<file path="src/rtl/fit_input_gen_if.sv">
// Bundle between fit_input_gen and its surroundings: event start, per-channel
// residual memory ports and the popped-word output with FIFO status.
interface fit_input_gen_if #(
    parameter int NCH        = 2,
    parameter int WIDTH      = 36,
    parameter int AW         = 6,
    parameter int DEPTH_LOG2 = 6
);
    logic                   start;
    logic                   read_en;
    logic [NCH*AW-1:0]      number;
    logic [NCH*AW-1:0]      addr;
    logic [NCH*WIDTH-1:0]   res_input;
    logic [WIDTH-1:0]       res_output;
    logic                   valid;
    logic                   empty;
    logic                   full;
    logic [DEPTH_LOG2:0]    count;
    logic                   overflow;

    modport master (
        output start, read_en, number, res_input,
        input  addr, res_output, valid, empty, full, count, overflow
    );

    modport slave (
        input  start, read_en, number, res_input,
        output addr, res_output, valid, empty, full, count, overflow
    );
endinterface

</file>
<file path="src/rtl/fit_input_gen.sv">
// Scans NCH residual memories, pushes non-zero words into a FIFO (push one edge after issue, pop result one edge after request).
// No backpressure upstream: a push into a full FIFO without a simultaneous pop is dropped and flagged sticky overflow.
module fit_input_gen #(
    parameter int NCH         = 2,
    parameter int WIDTH       = 36,
    parameter int AW          = 6,
    parameter int DEPTH_LOG2  = 6,
    parameter int START_DELAY = 5
) (
    input  logic           clk,
    input  logic           reset,
    fit_input_gen_if.slave bus
);
    localparam int CW    = (NCH > 1) ? $clog2(NCH) : 1;
    localparam int DEPTH = 1 << DEPTH_LOG2;
    localparam int DW    = (START_DELAY > 0) ? $clog2(START_DELAY + 1) : 1;

    localparam logic [1:0] S_IDLE = 2'd0;
    localparam logic [1:0] S_SCAN = 2'd1;
    localparam logic [1:0] S_DONE = 2'd2;

    logic [AW-1:0]    num_arr [NCH];
    logic [WIDTH-1:0] res_arr [NCH];

    for (genvar k = 0; k < NCH; k++) begin : g_ch
        assign num_arr[k] = bus.number[k*AW +: AW];
        assign res_arr[k] = bus.res_input[k*WIDTH +: WIDTH];
    end

    logic [1:0]              state, nxt_state;
    logic [CW-1:0]           ch, nxt_ch;
    logic [AW-1:0]           cur_addr, nxt_addr;
    logic [AW-1:0]           cur_num, nxt_num;
    logic                    nxt_issue;
    logic [NCH-1:0][AW-1:0]  addr_q;
    logic                    rd_vld;
    logic [CW-1:0]           rd_ch;

    // Entering a channel issues its address 0 on the same edge, so an empty
    // channel costs exactly one cycle with every address slice at all-ones.
    always_comb begin
        nxt_state = state;
        nxt_ch    = ch;
        nxt_addr  = cur_addr;
        nxt_num   = cur_num;
        if (bus.start) begin
            nxt_state = S_SCAN;
            nxt_ch    = '0;
            nxt_addr  = '0;
            nxt_num   = num_arr[0];
        end else begin
            case (state)
                S_SCAN: begin
                    if (cur_num != '0 && cur_addr != cur_num - AW'(1)) begin
                        nxt_addr = cur_addr + AW'(1);
                    end else if (ch == CW'(NCH - 1)) begin
                        nxt_state = S_DONE;
                    end else begin
                        nxt_ch   = ch + CW'(1);
                        nxt_addr = '0;
                        nxt_num  = num_arr[nxt_ch];
                    end
                end
                S_DONE:  nxt_state = S_IDLE;
                default: nxt_state = state;
            endcase
        end
        nxt_issue = (nxt_state == S_SCAN) && (nxt_num != '0);
    end

    always_ff @(posedge clk) begin
        if (reset) begin
            state    <= S_IDLE;
            ch       <= '0;
            cur_addr <= '0;
            cur_num  <= '0;
            addr_q   <= '1;
            rd_vld   <= 1'b0;
            rd_ch    <= '0;
        end else begin
            state    <= nxt_state;
            ch       <= nxt_ch;
            cur_addr <= nxt_addr;
            cur_num  <= nxt_num;
            for (int k = 0; k < NCH; k++) begin
                addr_q[k] <= (nxt_issue && nxt_ch == CW'(k)) ? nxt_addr : '1;
            end
            rd_vld   <= nxt_issue;
            rd_ch    <= nxt_ch;
        end
    end

    // A start on the same edge discards the word still in flight from the old scan.
    logic [WIDTH-1:0] push_dat;
    logic             push_req;
    assign push_dat = res_arr[rd_ch];
    assign push_req = rd_vld && (push_dat != '0) && !bus.start;

    logic          armed;
    logic [DW-1:0] dly;
    logic          auto_pop;
    assign auto_pop = armed && (dly == '0);

    always_ff @(posedge clk) begin
        if (reset) begin
            armed <= 1'b0;
            dly   <= '0;
        end else if (bus.start) begin
            armed <= 1'b1;
            dly   <= DW'(START_DELAY);
        end else if (armed) begin
            if (dly == '0) begin
                armed <= 1'b0;
            end else begin
                dly <= dly - DW'(1);
            end
        end
    end

    logic [WIDTH-1:0]      mem [DEPTH];
    logic [DEPTH_LOG2-1:0] wr_ptr, rd_ptr;
    logic [DEPTH_LOG2:0]   count_q;
    logic                  ovf_q;
    logic                  out_vld;
    logic [WIDTH-1:0]      out_dat;
    logic                  full, empty, pop, push_ok;

    assign full    = (count_q == (DEPTH_LOG2 + 1)'(DEPTH));
    assign empty   = (count_q == '0);
    assign pop     = (bus.read_en || auto_pop) && !empty && !bus.start;
    assign push_ok = push_req && (!full || pop);

    // The head is read before the write lands, so push+pop while full is safe.
    always_ff @(posedge clk) begin
        if (push_ok) begin
            mem[wr_ptr] <= push_dat;
        end
    end

    always_ff @(posedge clk) begin
        if (reset) begin
            wr_ptr  <= '0;
            rd_ptr  <= '0;
            count_q <= '0;
            ovf_q   <= 1'b0;
            out_vld <= 1'b0;
            out_dat <= '0;
        end else if (bus.start) begin
            wr_ptr  <= '0;
            rd_ptr  <= '0;
            count_q <= '0;
            ovf_q   <= 1'b0;
            out_vld <= 1'b0;
        end else begin
            out_vld <= pop;
            if (pop) begin
                out_dat <= mem[rd_ptr];
                rd_ptr  <= rd_ptr + DEPTH_LOG2'(1);
            end
            if (push_ok) begin
                wr_ptr <= wr_ptr + DEPTH_LOG2'(1);
            end
            if (push_ok && !pop) begin
                count_q <= count_q + (DEPTH_LOG2 + 1)'(1);
            end else if (pop && !push_ok) begin
                count_q <= count_q - (DEPTH_LOG2 + 1)'(1);
            end
            if (push_req && full && !pop) begin
                ovf_q <= 1'b1;
            end
        end
    end

    assign bus.addr       = addr_q;
    assign bus.res_output = out_dat;
    assign bus.valid      = out_vld;
    assign bus.empty      = empty;
    assign bus.full       = full;
    assign bus.count      = count_q;
    assign bus.overflow   = ovf_q;

    logic [NCH-1:0] slice_act;
    always_comb begin
        slice_act = '0;
        for (int k = 0; k < NCH; k++) begin
            slice_act[k] = (addr_q[k] != '1);
        end
    end

    a_count_bound: assert property (@(posedge clk) disable iff (reset)
        count_q <= (DEPTH_LOG2 + 1)'(DEPTH));
    a_one_channel: assert property (@(posedge clk) disable iff (reset)
        $onehot0(slice_act));
endmodule

</file>
<file path="src/flat_wrapper.sv">
// flat-port wrapper written by rule: the top's interface ports become plain ports
module fit_input_gen_flat 
#(
    parameter int NCH         = 2,
    parameter int WIDTH       = 36,
    parameter int AW          = 6,
    parameter int DEPTH_LOG2  = 6,
    parameter int START_DELAY = 5
)
  (clk, reset, bus_start, bus_read_en, bus_number, bus_res_input, bus_addr, bus_res_output, bus_valid, bus_empty, bus_full, bus_count, bus_overflow);
  fit_input_gen_if #(.NCH(NCH), .WIDTH(WIDTH), .AW(AW), .DEPTH_LOG2(DEPTH_LOG2)) bus_i ();
  input  logic clk;
  input  logic reset;
  input wire logic [$bits(bus_i.start)-1:0] bus_start;
  input wire logic [$bits(bus_i.read_en)-1:0] bus_read_en;
  input wire logic [$bits(bus_i.number)-1:0] bus_number;
  input wire logic [$bits(bus_i.res_input)-1:0] bus_res_input;
  output wire logic [$bits(bus_i.addr)-1:0] bus_addr;
  output wire logic [$bits(bus_i.res_output)-1:0] bus_res_output;
  output wire logic [$bits(bus_i.valid)-1:0] bus_valid;
  output wire logic [$bits(bus_i.empty)-1:0] bus_empty;
  output wire logic [$bits(bus_i.full)-1:0] bus_full;
  output wire logic [$bits(bus_i.count)-1:0] bus_count;
  output wire logic [$bits(bus_i.overflow)-1:0] bus_overflow;
  assign bus_i.start = bus_start;
  assign bus_i.read_en = bus_read_en;
  assign bus_i.number = bus_number;
  assign bus_i.res_input = bus_res_input;
  assign bus_addr = bus_i.addr;
  assign bus_res_output = bus_i.res_output;
  assign bus_valid = bus_i.valid;
  assign bus_empty = bus_i.empty;
  assign bus_full = bus_i.full;
  assign bus_count = bus_i.count;
  assign bus_overflow = bus_i.overflow;
  fit_input_gen #(.NCH(NCH), .WIDTH(WIDTH), .AW(AW), .DEPTH_LOG2(DEPTH_LOG2), .START_DELAY(START_DELAY)) u_core (.clk(clk), .reset(reset), .bus(bus_i));
endmodule
</file>
<file path="config.mk">
export PLATFORM = sky130hd
export DESIGN_NAME = fit_input_gen_flat
export DESIGN_NICKNAME = d
export VERILOG_FILES = /design/src/rtl/fit_input_gen_if.sv /design/src/rtl/fit_input_gen.sv /design/src/flat_wrapper.sv
export SDC_FILE = /design/constraint.sdc
export NUM_CORES = 2
export LEC_CHECK = 0
export ABC_AREA = 0
export BUFFER_PORTS_ARGS = -buffer_cell sky130_fd_sc_hd__buf_4
export CAP_MARGIN = 30
export CORE_MARGIN = 8
export CORE_UTILIZATION = 50
export CTS_CLUSTER_DIAMETER = 200
export CTS_CLUSTER_SIZE = 24
export DETAILED_ROUTE_END_ITERATION = 6
export PLACE_DENSITY = 0.7
export SYNTH_ARGS = -nofsm -noshare
export SYNTH_HDL_FRONTEND = slang
export SYNTH_SLANG_ARGS = --single-unit
</file>
<file path="constraint.sdc">
create_clock -name clk -period 6.2 [get_ports clk]
set_input_delay 1.24 -clock clk [delete_from_list [all_inputs] [get_ports clk]]
set_output_delay 1.24 -clock clk [all_outputs]
set_load 0.03 [all_outputs]
</file>
==> report_table.html <==
<table>
<tr><th>Metric</th><th>Value</th></tr>
<tr><th colspan="2">Run status</th></tr>
<tr><td>Outcome</td><td>completed</td></tr>
<tr><th colspan="2">Timing</th></tr>
<tr><td>Total count of hold-check failures in the final report</td><td>0</td></tr>
<tr><td>Maximum clock rate</td><td>230.8 MHz</td></tr>
<tr><td>Max-slew violation count</td><td>0</td></tr>
<tr><td>Relative max-transition margin</td><td>28.20%</td></tr>
<tr><td>Fraction of the cycle the final worst path needs</td><td>69.87%</td></tr>
<tr><td>RSZ-0062 raised after global routing</td><td>false</td></tr>
<tr><td>Sum Neg Setup Slack</td><td>0 ns</td></tr>
<tr><td>Max Clock Skew</td><td>0.05469 ns</td></tr>
<tr><td>Fin crit period</td><td>4.332 ns</td></tr>
<tr><td>Pin slew with the least headroom to its limit</td><td>1.077 ns</td></tr>
<tr><td>Setup violators final</td><td>0</td></tr>
<tr><th colspan="2">Pwr</th></tr>
<tr><td>Maximum vdd ir drop</td><td>248.1 µV</td></tr>
<tr><td>Leak pwr</td><td>29.55 nW</td></tr>
<tr><td>PD cells</td><td>273.4 mW/mm²</td></tr>
<tr><th colspan="2">Finish</th></tr>
<tr><td>Fillcell total</td><td>13330</td></tr>
<tr><td>Most common library cell in the layout ignoring fill and taps</td><td>sky130_fd_sc_hd__edfxtp_1</td></tr>
<tr><td>Growth of design area from synthesis to finish</td><td>9.424%</td></tr>
<tr><td>Final Util</td><td>54.97%</td></tr>
<tr><td>Commonest cells after routing, fill and taps aside</td><td>sky130_fd_sc_hd__edfxtp_1 (2304), sky130_fd_sc_hd__mux4_2 (702), sky130_fd_sc_hd__buf_4 (277)</td></tr>
<tr><td>Number of nets in the layout</td><td>4283</td></tr>
<tr><td>Post-route standard cell area excluding fillers</td><td>0.1004 mm²</td></tr>
<tr><td>Layout cell share with drive strength beyond 1</td><td>29.61%</td></tr>
<tr><td>Layout Cells excl Fill</td><td>6652</td></tr>
<tr><th colspan="2">Floorplan</th></tr>
<tr><td>Height of the die</td><td>444.4 µm</td></tr>
<tr><td>Initial cell density of the core</td><td>50.23%</td></tr>
<tr><td>Die width</td><td>444.4 µm</td></tr>
<tr><td>Placement row count</td><td>157</td></tr>
<tr><td>I/O pins</td><td>147</td></tr>
<tr><td>Standard cell core area</td><td>0.1827 mm²</td></tr>
<tr><td>Total Die Area</td><td>0.1975 mm²</td></tr>
<tr><th colspan="2">Synth</th></tr>
<tr><td>Sequential area share after synthesis</td><td>77.33%</td></tr>
<tr><td>Main area contributors after synthesis</td><td>sky130_fd_sc_hd__edfxtp_1 (75%), sky130_fd_sc_hd__mux4_2 (17%), sky130_fd_sc_hd__dfxtp_1 (1.9%)</td></tr>
<tr><td>Yosys warns</td><td>0</td></tr>
<tr><td>Most frequently used flop master after synthesis</td><td>sky130_fd_sc_hd__edfxtp_1</td></tr>
<tr><td>Average cell area after synthesis</td><td>23.09 µm²</td></tr>
<tr><td>Area of the mapped netlist</td><td>0.09177 mm²</td></tr>
<tr><td>Post-synth ARST share</td><td>0%</td></tr>
<tr><td>Synth Register Bits</td><td>2393</td></tr>
<tr><td>Post-synthesis cell count</td><td>3975</td></tr>
<tr><td>Syn_nets</td><td>4077</td></tr>
<tr><td>Largest area contributor in the netlist</td><td>sky130_fd_sc_hd__edfxtp_1</td></tr>
<tr><td>Count of different cell masters after synthesis</td><td>61</td></tr>
<tr><td>Proportion of netlist area held by the largest area contributor</td><td>75.39%</td></tr>
<tr><td>Post-synth EDFFs</td><td>2304</td></tr>
<tr><th colspan="2">Clocking</th></tr>
<tr><td>Post-CTS setup buffers</td><td>0</td></tr>
<tr><td>Post_cts resized</td><td>0</td></tr>
<tr><td>Latest clock arrival within the worst-skew pair</td><td>0.79 ns</td></tr>
<tr><td>Root cell of the clock tree</td><td>sky130_fd_sc_hd__clkbuf_16</td></tr>
<tr><td>Clock buffers created by TritonCTS</td><td>109</td></tr>
<tr><td>Total of hold buffers inserted after clock tree synthesis</td><td>0</td></tr>
<tr><td>Number of buffers on the longest clock path</td><td>3</td></tr>
<tr><td>TritonCTS clock tree</td><td>built</td></tr>
<tr><td>CTS HTree Levels</td><td>3</td></tr>
<tr><td>Clock sink count</td><td>2393</td></tr>
<tr><td>Reg clk slew, reported paths</td><td>0.10 ns</td></tr>
<tr><th colspan="2">Route</th></tr>
<tr><td>Detail Route Antenna Nets</td><td>0</td></tr>
<tr><td>Number of vias after detailed routing</td><td>43320</td></tr>
<tr><td>Vias per cell</td><td>6.513</td></tr>
<tr><td>Total routed wirelength</td><td>233.0 mm</td></tr>
<tr><td>Drt initial violations</td><td>6520</td></tr>
<tr><td>First drt pass iteration count</td><td>6</td></tr>
<tr><td>Detailed-route DRC error count</td><td>0</td></tr>
<tr><td>Wire length per cell</td><td>35.03 µm</td></tr>
<tr><th colspan="2">Global routing</th></tr>
<tr><td>Wire length of the first global-routing pass</td><td>328.1 mm</td></tr>
<tr><td>Combined global-route utilization of all metal layers</td><td>23.22%</td></tr>
<tr><td>Maximum number of pins on one net before global-route repair</td><td>74</td></tr>
<tr><td>Antenna violations before repair</td><td>27</td></tr>
<tr><td>Sum of overflow across all layers after global routing</td><td>0</td></tr>
<tr><td>Number of global-route vias before repair</td><td>42090</td></tr>
<tr><th colspan="2">Worst setup path</th></tr>
<tr><td>Slowest Stage Delay on Critical Path</td><td>0.58 ns</td></tr>
<tr><td>Critical-path cell with the highest stage delay</td><td>sky130_fd_sc_hd__o21ai_0</td></tr>
<tr><td>Data arrival time at the worst-slack endpoint</td><td>5.05 ns</td></tr>
<tr><td>Critical path required time</td><td>6.92 ns</td></tr>
<tr><td>Worst-path maximum fanout</td><td>7</td></tr>
<tr><td>Kind of critical path</td><td>in2reg</td></tr>
<tr><td>Critical-path cell list</td><td>buf_4, nor4_1, buf_4, nand4_1, o21ai_0, a311oi_1, buf_4, ha_1, inv_1, ha_1, a21o_1, a21oi_1, o21bai_1, a21oi_1, xnor2_1, or3_1, a21oi_1</td></tr>
<tr><td>Endpoint class of the critical path</td><td>flip-flop</td></tr>
<tr><td>Element type at the critical path start</td><td>primary input</td></tr>
<tr><th colspan="2">Place</th></tr>
<tr><td>Number of placed instances with taps included</td><td>6452</td></tr>
<tr><td>Total of buffers placed on input and output ports</td><td>146</td></tr>
<tr><td>Final HPWL from detailed placement</td><td>148.5 mm</td></tr>
<tr><td>Total cell area at the placement stage</td><td>0.09723 mm²</td></tr>
<tr><td>Routability cong.</td><td>0.8387</td></tr>
<tr><th colspan="2">Worst hold path</th></tr>
<tr><td>Class of the tightest hold or removal check</td><td>reg2reg</td></tr>
<tr><th colspan="2">Run</th></tr>
<tr><td># Max-Cap Violations</td><td>0</td></tr>
</table>
## cell usage after synthesis, types with 3 or more instances
library cell,count
sky130_fd_sc_hd__edfxtp_1,2304
sky130_fd_sc_hd__mux4_2,702
sky130_fd_sc_hd__nor2_1,179
sky130_fd_sc_hd__clkbuf_1,137
sky130_fd_sc_hd__dfxtp_1,89
sky130_fd_sc_hd__a21oi_1,81
sky130_fd_sc_hd__buf_1,59
sky130_fd_sc_hd__a22oi_1,56
sky130_fd_sc_hd__mux2_2,44
sky130_fd_sc_hd__nand2_1,42
sky130_fd_sc_hd__mux2i_1,36
sky130_fd_sc_hd__buf_2,19
sky130_fd_sc_hd__nor4_1,17
sky130_fd_sc_hd__nand3_1,16
sky130_fd_sc_hd__inv_1,15
sky130_fd_sc_hd__ha_1,13
sky130_fd_sc_hd__nor2b_1,13
sky130_fd_sc_hd__o21ai_0,13
sky130_fd_sc_hd__nor3_1,12
sky130_fd_sc_hd__xor2_1,12
sky130_fd_sc_hd__xnor2_1,11
sky130_fd_sc_hd__a211oi_1,10
sky130_fd_sc_hd__o211ai_1,9
sky130_fd_sc_hd__o22ai_1,8
sky130_fd_sc_hd__a21o_1,7
sky130_fd_sc_hd__a221oi_1,6
sky130_fd_sc_hd__nand4_1,6
sky130_fd_sc_hd__and2_1,5
sky130_fd_sc_hd__nand3b_1,5
sky130_fd_sc_hd__nor3b_1,4
sky130_fd_sc_hd__or2_2,4
sky130_fd_sc_hd__o21ai_1,3
sky130_fd_sc_hd__o32a_1,3
## stage by stage
stage               setup WS, ns  hold slack (ns)  power (mW)
finish                     1.868           0.4637       27.46
global route               1.694           0.4938       28.17
CTS                        1.943           0.4613       27.60
detailed placement         1.091           0.4481       19.66
global placement           1.119           0.4456       19.63
floorplan                  1.402           0.4544       18.98
## report_power, final
part	switching, mW	total, mW	internal [mW]
sequential	0.0469	17.9	17.8
clock	4.81	8.17	3.36
combinational	0.955	1.43	0.475
## cell type report
cell class	count	area (µm²)	share of cell area, %
Sequential cell	2393	70990	70.69
Multi-Input combinational cell	1347	20460	20.38
Clock buffer	186	3017	3.004
Tap cell	2385	2984	2.972
Timing Repair Buffer	312	2773	2.761
Clock inverter	6	113.9	0.1134
Inverter	18	68.82	0.06853
Antenna cell	5	12.51	0.01246
## sequential cells by signal (all words and copies together) (netlist names), 2 cells and up
register and count:
u_core.wr_ptr 6, u_core.mem 2304, u_core.state 2, u_core.dly 3, u_core.cur_addr 6, u_core.bus.count 7, u_core.rd_ptr 6, u_core.bus.addr 12
u_core.cur_num 6, u_core.bus.res_output 36
## layer usage
| layer | up-vias | share of wire [%] | track usage [%] |
|---|---|---|---|
| met3 | 297 | 9.8 | 3.703 |
| met1 | 23380 | 39 | 33.95 |
| met5 | - | 0.024 | 0 |
| met4 | 10 | 3.6 | 7.400 |
| li1 | 17240 | - | - |
| met2 | 2400 | 47 | 36.43 |
## worst paths after layout
check                                              start                       end  slack (ns)  depth (start not counted)
worst max-delay path                   bus_res_input[68]       u_core.bus.count[6]        1.87                         17
worst min-delay path            u_core.bus.res_output[3]  u_core.bus.res_output[3]        0.46                          2
worst max register to register                 u_core.ch         u_core.mem[36][0]        2.15                          7
worst min register to register  u_core.bus.res_output[3]  u_core.bus.res_output[3]        0.46                          2
## worst max-delay path: cells and delay by family
family | cells | cell delay [ns]
adders and majority gates | 2 | 0.55
AOI/OAI and AO/OA | 7 | 1.60
and+or+nand+nor | 3 | 0.76
xor gates and xnor gates | 1 | 0.09
buffers and inverters | 4 | 0.77
## logic make-up after synthesis
family | after synthesis | synth area share (%)
flip-flops | 2393 | 77.33
multiplexers | 782 | 18.16
AND/OR/NAND/NOR | 316 | 1.567
buffers and inverters | 235 | 0.9993
AO/OA/AOI/OAI | 212 | 1.524
XOR/XNOR | 23 | 0.2195
adder cells (fa/ha/maj) | 14 | 0.1991
(Power assumes the default switching activity.)
